## config.mk

```make
export PLATFORM = sky130hd
export DESIGN_NAME = axilite_config_writer
export DESIGN_NICKNAME = d
export VERILOG_FILES = /design/src/rtl/axilite_cfg_pkg.sv /design/src/rtl/axilite_config_writer_sat_counter.sv /design/src/rtl/axilite_config_writer.sv
export SDC_FILE = /design/constraint.sdc
export NUM_CORES = 1
export LEC_CHECK = 0
export CAP_MARGIN = 10
export CORE_MARGIN = 2
export CORE_UTILIZATION = 50
export CTS_CLUSTER_DIAMETER = 200
export DETAILED_ROUTE_END_ITERATION = 6
export PLACE_DENSITY = 0.94
export SETUP_SLACK_MARGIN = 0.1
export SYNTH_ARGS = -nofsm -noshare
export SYNTH_HDL_FRONTEND = slang
export SYNTH_HIERARCHICAL = 1
export SYNTH_SLANG_ARGS = --single-unit
```

## constraint.sdc

```tcl
create_clock -name ap_clk -period 5.85 [get_ports ap_clk]
set_input_delay 1.755 -clock ap_clk [delete_from_list [all_inputs] [get_ports ap_clk]]
set_output_delay 1.755 -clock ap_clk [all_outputs]
set_load 0.01 [all_outputs]
```

## src/rtl/axilite_cfg_pkg.sv

```systemverilog
// Shared types and constants for the AXI-Lite configuration writer:
// FSM state encoding, BRESP codes and the error classification helper.
package axilite_cfg_pkg;

  typedef enum logic [1:0] {
    ST_IDLE  = 2'd0,
    ST_WRITE = 2'd1,
    ST_RESP  = 2'd2
  } state_e;

  localparam logic [1:0] RESP_OKAY   = 2'b00;
  localparam logic [1:0] RESP_EXOKAY = 2'b01;
  localparam logic [1:0] RESP_SLVERR = 2'b10;
  localparam logic [1:0] RESP_DECERR = 2'b11;

  // SLVERR and DECERR both carry bit 1 set; OKAY/EXOKAY do not.
  function automatic logic is_error(input logic [1:0] bresp);
    return bresp[1];
  endfunction

endpackage

```

## src/rtl/axilite_config_writer_sat_counter.sv

```systemverilog
// Saturating up-counter with synchronous clear; clear has priority over increment.
module sat_counter #(
  parameter int WIDTH = 16
) (
  input  logic             clk,
  input  logic             rst_n,
  input  logic             inc,
  input  logic             clr,
  output logic [WIDTH-1:0] count
);

  // NOTE: sequential state uses non-blocking assignments so every register
  // samples pre-edge values, independent of the order of always blocks.
  always_ff @(posedge clk or negedge rst_n) begin
    if (!rst_n) begin
      count <= '0;
    end else if (clr) begin
      count <= '0;
    end else if (inc && (count != '1)) begin
      count <= count + 1'b1;
    end
  end

endmodule

```

## src/rtl/axilite_config_writer.sv

```systemverilog
// Turns {addr, data} stream commands into single AXI-Lite writes, one
// outstanding at a time, and tracks completed-write and error counts.
module axilite_config_writer
  import axilite_cfg_pkg::*;
#(
  parameter int m_axilite_cfg_WIDTH      = 32,
  parameter int m_axilite_cfg_ADDR_WIDTH = 12,
  parameter int ERR_COUNT_WIDTH          = 16
) (
  input  logic                                                ap_clk,
  input  logic                                                ap_rst_n,
  input  logic [m_axilite_cfg_ADDR_WIDTH+m_axilite_cfg_WIDTH-1:0] s_axis_cmd_tdata,
  input  logic                                                s_axis_cmd_tvalid,
  output logic                                                s_axis_cmd_tready,
  output logic                                                m_axilite_cfg_awvalid,
  input  logic                                                m_axilite_cfg_awready,
  output logic [m_axilite_cfg_ADDR_WIDTH-1:0]                 m_axilite_cfg_awaddr,
  output logic                                                m_axilite_cfg_wvalid,
  input  logic                                                m_axilite_cfg_wready,
  output logic [m_axilite_cfg_WIDTH-1:0]                      m_axilite_cfg_wdata,
  output logic [m_axilite_cfg_WIDTH/8-1:0]                    m_axilite_cfg_wstrb,
  input  logic                                                m_axilite_cfg_bvalid,
  output logic                                                m_axilite_cfg_bready,
  input  logic [1:0]                                          m_axilite_cfg_bresp,
  input  logic                                                clr_counts,
  output logic                                                busy,
  output logic [31:0]                                         wr_count,
  output logic [ERR_COUNT_WIDTH-1:0]                          err_count,
  output logic [1:0]                                          last_bresp
);

  localparam int W = m_axilite_cfg_WIDTH;
  localparam int A = m_axilite_cfg_ADDR_WIDTH;

  state_e state, state_next;
  logic   init_done;
  logic   cmd_fire, aw_fire, w_fire, b_fire;

  assign cmd_fire = s_axis_cmd_tvalid && s_axis_cmd_tready;
  assign aw_fire  = m_axilite_cfg_awvalid && m_axilite_cfg_awready;
  assign w_fire   = m_axilite_cfg_wvalid && m_axilite_cfg_wready;
  assign b_fire   = (state == ST_RESP) && m_axilite_cfg_bvalid;

  // State register. init_done holds tready low until the first edge after reset.
  always_ff @(posedge ap_clk or negedge ap_rst_n) begin
    if (!ap_rst_n) begin
      state     <= ST_IDLE;
      init_done <= 1'b0;
    end else begin
      state     <= state_next;
      init_done <= 1'b1;
    end
  end

  // NOTE: the first assignment is a default for every path, so no latch is inferred.
  always_comb begin
    state_next = state;
    unique case (state)
      ST_IDLE:  if (cmd_fire) state_next = ST_WRITE;
      ST_WRITE: if ((!m_axilite_cfg_awvalid || m_axilite_cfg_awready) &&
                    (!m_axilite_cfg_wvalid  || m_axilite_cfg_wready))
                  state_next = ST_RESP;
      ST_RESP:  if (m_axilite_cfg_bvalid) state_next = ST_IDLE;
      default:  state_next = ST_IDLE;
    endcase
  end

  always_comb begin
    s_axis_cmd_tready    = (state == ST_IDLE) && init_done;
    busy                 = (state != ST_IDLE);
    m_axilite_cfg_bready = (state == ST_RESP);
    m_axilite_cfg_wstrb  = m_axilite_cfg_wvalid ? '1 : '0;
  end

  // Valids are plain registers so they never follow ready combinationally;
  // each channel retires on its own handshake.
  always_ff @(posedge ap_clk or negedge ap_rst_n) begin
    if (!ap_rst_n) begin
      m_axilite_cfg_awvalid <= 1'b0;
      m_axilite_cfg_wvalid  <= 1'b0;
      m_axilite_cfg_awaddr  <= '0;
      m_axilite_cfg_wdata   <= '0;
    end else if (cmd_fire) begin
      m_axilite_cfg_awvalid <= 1'b1;
      m_axilite_cfg_wvalid  <= 1'b1;
      m_axilite_cfg_awaddr  <= s_axis_cmd_tdata[A+W-1:W];
      m_axilite_cfg_wdata   <= s_axis_cmd_tdata[W-1:0];
    end else begin
      if (aw_fire) m_axilite_cfg_awvalid <= 1'b0;
      if (w_fire)  m_axilite_cfg_wvalid  <= 1'b0;
    end
  end

  always_ff @(posedge ap_clk or negedge ap_rst_n) begin
    if (!ap_rst_n) begin
      wr_count   <= '0;
      last_bresp <= RESP_OKAY;
    end else begin
      if (clr_counts)  wr_count <= '0;
      else if (b_fire) wr_count <= wr_count + 32'd1;
      if (b_fire) last_bresp <= m_axilite_cfg_bresp;
    end
  end

  sat_counter #(
    .WIDTH(ERR_COUNT_WIDTH)
  ) u_err_counter (
    .clk   (ap_clk),
    .rst_n (ap_rst_n),
    .inc   (b_fire && is_error(m_axilite_cfg_bresp)),
    .clr   (clr_counts),
    .count (err_count)
  );

endmodule

```

* Word-level counts from Yosys, hierarchy flattened *
Index checks and enable logic that the tools add are counted.

storage, ports and cells
  register bits after elaboration = 99
  input port bits = 53
  output and inout bits = 103
  word-level logic and storage cells = 49

operators by class
  mux-type cells = 13
  eq/ne operators = 6
  reductions and logical operators = 19
  $add $sub $neg = 2

operator list
  operator                                        count
  2-to-1 mux 32 bit                               2
  adder 32 x 1 -> 32 bit (second input constant)  1
  2-to-1 mux 16 bit                               2
  adder 16 x 1 -> 16 bit (second input constant)  1
  != test 16 bit (second input constant)          1
  nonzero test 2 bit                              5
  logical AND 1 bit                               8
  2-to-1 mux 2 bit                                3
  != test 2 bit (second input constant)           3
  one-hot mux 2 bit (3 select lines)              1
  2-to-1 mux 1 bit                                4
  2-to-1 mux 4 bit                                1
  AND reduction 3 bit                             1
  == test 2 x 1 -> 1 bit (second input constant)  1
  == test 2 bit (second input constant)           1
  zero test 1 bit                                 2
  zero test 2 bit                                 1
  logical OR 1 bit                                2

* Depth between registers and ports, before layout *
  word-level depth = 6
  depth in mapped cells = 8
  depth with buffers taken out = 5

* Hierarchy *
The synthesis kept the hierarchy.

modules (own cells, without submodules)
  module                 seq. area each (um2)  cells each  area each (um2)  instances
  axilite_config_writer  2,077.0               321         3,717.3          1
  sat_counter            400.4                 98          942.2            1

* Least setup slack after synthesis *
OpenSTA, ideal clock, no wires.

  kind = input-to-reg
  start = input m_axilite_cfg_bvalid
  end = register u_err_counter.count[3]
  data arrival time = 3,449 ps
  path buffers = 2
  library setup time = 78 ps
  cell stages on the path = 7
  data required time = 5,772 ps
  path slack = 2,323 ps
  cell sequence = and3b_1 -> clkbuf_1 -> and2_1 -> inv_1 -> clkbuf_1 -> or4_2 -> a21oi_1

on the way
  word-level cells in the longest chain between the ends = 4

RTL lines
  element                              RTL line                                 source
  start, declared                      axilite_config_writer.sv:22              input logic m_axilite_cfg_bvalid,
  logical AND 1 bit                    axilite_config_writer.sv:42              assign b_fire = (state == ST_RESP) && m_axilite_cfg_bvalid;
  logical AND 1 bit                    axilite_config_writer.sv:110             .inc (b_fire && is_error(m_axilite_cfg_bresp)),
  logical AND 1 bit                    axilite_config_writer_sat_counter.sv:19  end else if (inc && (count != '1)) begin
  nonzero test 2 bit (no source line)  n/a
  end signal, assigned                 axilite_config_writer_sat_counter.sv:20  count <= count + 1'b1;
  end, declared                        axilite_config_writer_sat_counter.sv:9   output logic [WIDTH-1:0] count

Every way passes these cells.
A chain may end at the register's enable or synchronous reset.

* Final worst setup path *
Same ends and word-level chain as after synthesis.

==> results.yml <==
clock_tree:
  cts_made_buffers: 9
  cts_tree: "built"
  post_cts_buffers: 0
  clk_pin_slew_ns: 0.10
  clk_latency_ns: 0.36
  cts_resized: 0
  htree_levels: 3
  cts.sinks: 99
  cts_root_buffer: "clkbuf_8"
  clk_path_buf_depth: 2
  holdBufCountCts: 0
synth:
  synth_commonest_cells: "99 x dfrtp_1, 45 x mux2_2, 28 x a21oi_1, 28 x nand2_1"
  ys_seq_area_share_pct: 53.2
  synth_cells: 419
  async_flop_share_pct: 100
  synth_edf_count: 0
  ys.flop_type: "dfrtp_1"
  yosysTopAreaCell: "dfrtp_1"
  yosysWarnings: 6
  synth.ff_latch_count: 99
  synth_top_area_share_pct: 53.2
  ys_types: 53
  yosysMostFrequentCell: "dfrtp_1"
  synth_area_leaders: "dfrtp_1 53%, mux2_2 11%, a21oi_1 3.0%"
  syn_avg_cell_area_sq_um: 11.1
  syn-cell-area_sq_um: 4660
  postSynthNetCount: 474
placed_design:
  dpl.hpwl_um: 8430
  io_buffers: 155
  place.gp.congestion: 0.831
floorplanning:
  dieArea_sq_um: 10100
  io_pins: 156
  die_w_um: 101
  core_area_sq_um: 9150
  die_h_um: 101
  start_util_pct: 50.9
  rows: 35
finish:
  syn_to_final_growth_pct: 38.7
  final_nets: 617
  drive_gt1_share_pct: 13.4
  diodes: 0
  num-fill-cells: 644
timing:
  tightest_slew_ns: 0.986
  min_period_ns: 3.89
  fmaxAchievable_mhz: 257
  holdWs_ns: 0.493
  finClkSkew_ns: 0.0173
  setup_tns_ns: 0
  setup_viol: 0
  min_period_over_period_pct: 66.6
  hold_violations: 0
  drv_slew: 0
  rsz0062_at_grt: "no"
  maxSlewHeadroom_pct: 34.3
critical_path:
  end_kind: "flip-flop"
  cp.required_ns: 6.14
  start_kind: "primary input"
  path_cells: "clkdlybuf4s50_1, and3b_1, and2_1, inv_1, or4_2, a21oi_1"
  worstPathMaxFanout: 22
  critical_path_arrival_ns: 4.18
  path_class: "in -> reg"
  cp_slowest_cell: "or4_2"
  crit_path_max_incr_delay_ns: 0.71
detailed_routing:
  post_drt_wl_per_cell_um: 17.6
  drt-vias-per-instance: 5.86
  routed_wl_um: 11900
  drc: 0
  final_antenna_net_count: 0
  drtIter0Drc: 279
  vias: 3970
  drt_pass1_iterations: 4
power:
  vdd_drop_max_mv: 0.318
  total_power_mw: 2.20
  power.leakage_nw: 2.55
  power_density_nw_per_um2: 340
run:
  maxCapViolCount: 0
global_routing:
  overflow: 0
  grt_pass1_vias: 3944
  antenna_found_initial: 0
  grt_first_pass_wirelength_um: 19500
  grt_usage_pct: 24.3
  grt_max_degree: 58
min_path:
  hold_class: "reg -> reg"
run_status:
  status: "completed"
## cells in the final DEF (no fill, tap or decap), drive strengths merged, types with 2 or more instances in the layout
master and n:
clkdlybuf4s50 153, dfrtp 99, mux2 50, nand2 28, a21oi 28, nand4 23, nor2 22, or4 16
o31ai 15, nand3 12, o21ai 12, clkbuf 11, or3 11, nor4 10, inv 8, xnor2 8
nor2b 6, and3 6, and4 5, xor2 4, buf 4, and2 3, nor3 3, o41ai 2
or4b 2, nand2b 2, ha 2, bufinv 2, nand3b 2, or2 2, clkinv 2
## per-layer routing
metal  vias to the layer above  GRT usage [%]  share of wire, %
li1                       1836              -                 -
met1                      1920           31.0                41
met2                       193           38.4                48
met3                        21           9.78               9.8
met4                         0           7.17               1.9
met5                         -              0                 0
## worst paths after layout
| path | startpoint | to | slack, ns | cells after the start |
|---|---|---|---|---|
| min in group asynchronous | ap_rst_n | m_axilite_cfg_awaddr[3] | 1.41 | 1 |
| hold / removal | last_bresp[0] | last_bresp[0] | 0.49 | 2 |
| hold reg to reg | last_bresp[0] | last_bresp[0] | 0.49 | 2 |
| setup reg to reg | state[0] | u_err_counter/count[3] | 3.39 | 5 |
| setup / recovery | m_axilite_cfg_bvalid | u_err_counter/count[3] | 1.96 | 6 |
| max in group asynchronous | ap_rst_n | u_err_counter/count[13] | 3.36 | 2 |
## stage by stage
stage | area, sq um | cells | setup slack, ns | utilization, %
2_1_floorplan | 4660 | 419 | 2.32 | -
3_3_place_gp | 6240 | 662 | 1.71 | 68.2
3_5_place_dp | 6240 | 662 | 1.57 | 68.2
4_1_cts | 6460 | 677 | 1.95 | 70.6
5_1_grt | 6460 | 677 | 1.79 | 70.6
6_report | 6460 | 677 | 1.96 | 70.6
## where the power goes
group	internal (mW)	total, mW	switching [mW]
sequential	0.851	0.951	0.0995
combinational	0.466	0.754	0.288
clock	0.262	0.492	0.230
total	1.58	2.20	0.617
## kinds of logic (layout without fill, tap and decap cells)
logic type	after synthesis	in the layout	share of synthesized area, %
AND/OR/NAND/NOR	157	157	19.8
flip-flops	99	99	53.2
AO/OA/AOI/OAI	65	65	8.83
multiplexers	50	50	12.1
buffers and inverters	33	180	3.20
XOR/XNOR	12	12	2.26
adder cells (fa/ha/maj)	2	2	0.537
other	1	1	0.0805
## registers in the layout, indices dropped and copies added (netlist names)
| signal | count |
|---|---|
| init_done | 1 |
| last_bresp | 2 |
| m_axilite_cfg_awaddr | 12 |
| m_axilite_cfg_awvalid | 1 |
| m_axilite_cfg_wdata | 32 |
| m_axilite_cfg_wvalid | 1 |
| state | 2 |
| u_err_counter/count | 16 |
| wr_count | 32 |
## critical path, delay by kind of cell
| kind | cells | cell delay, ns |
|---|---|---|
| AOI/OAI and AO/OA | 1 | 0.17 |
| buffers and inverters | 2 | 0.82 |
| and+or+nand+nor | 3 | 1.43 |
## layout make-up
type | count | area (sq um) | area share (%)
Tap cell | 111 | 139 | 2.15
Timing Repair Buffer | 157 | 1560 | 24.1
Clock inverter | 4 | 73.8 | 1.14
Clock buffer | 11 | 151 | 2.34
Sequential cell | 99 | 2480 | 38.3
Inverter | 8 | 30.0 | 0.464
Multi-Input combinational cell | 287 | 2030 | 31.5
Power figures use the tool's default switching activity.
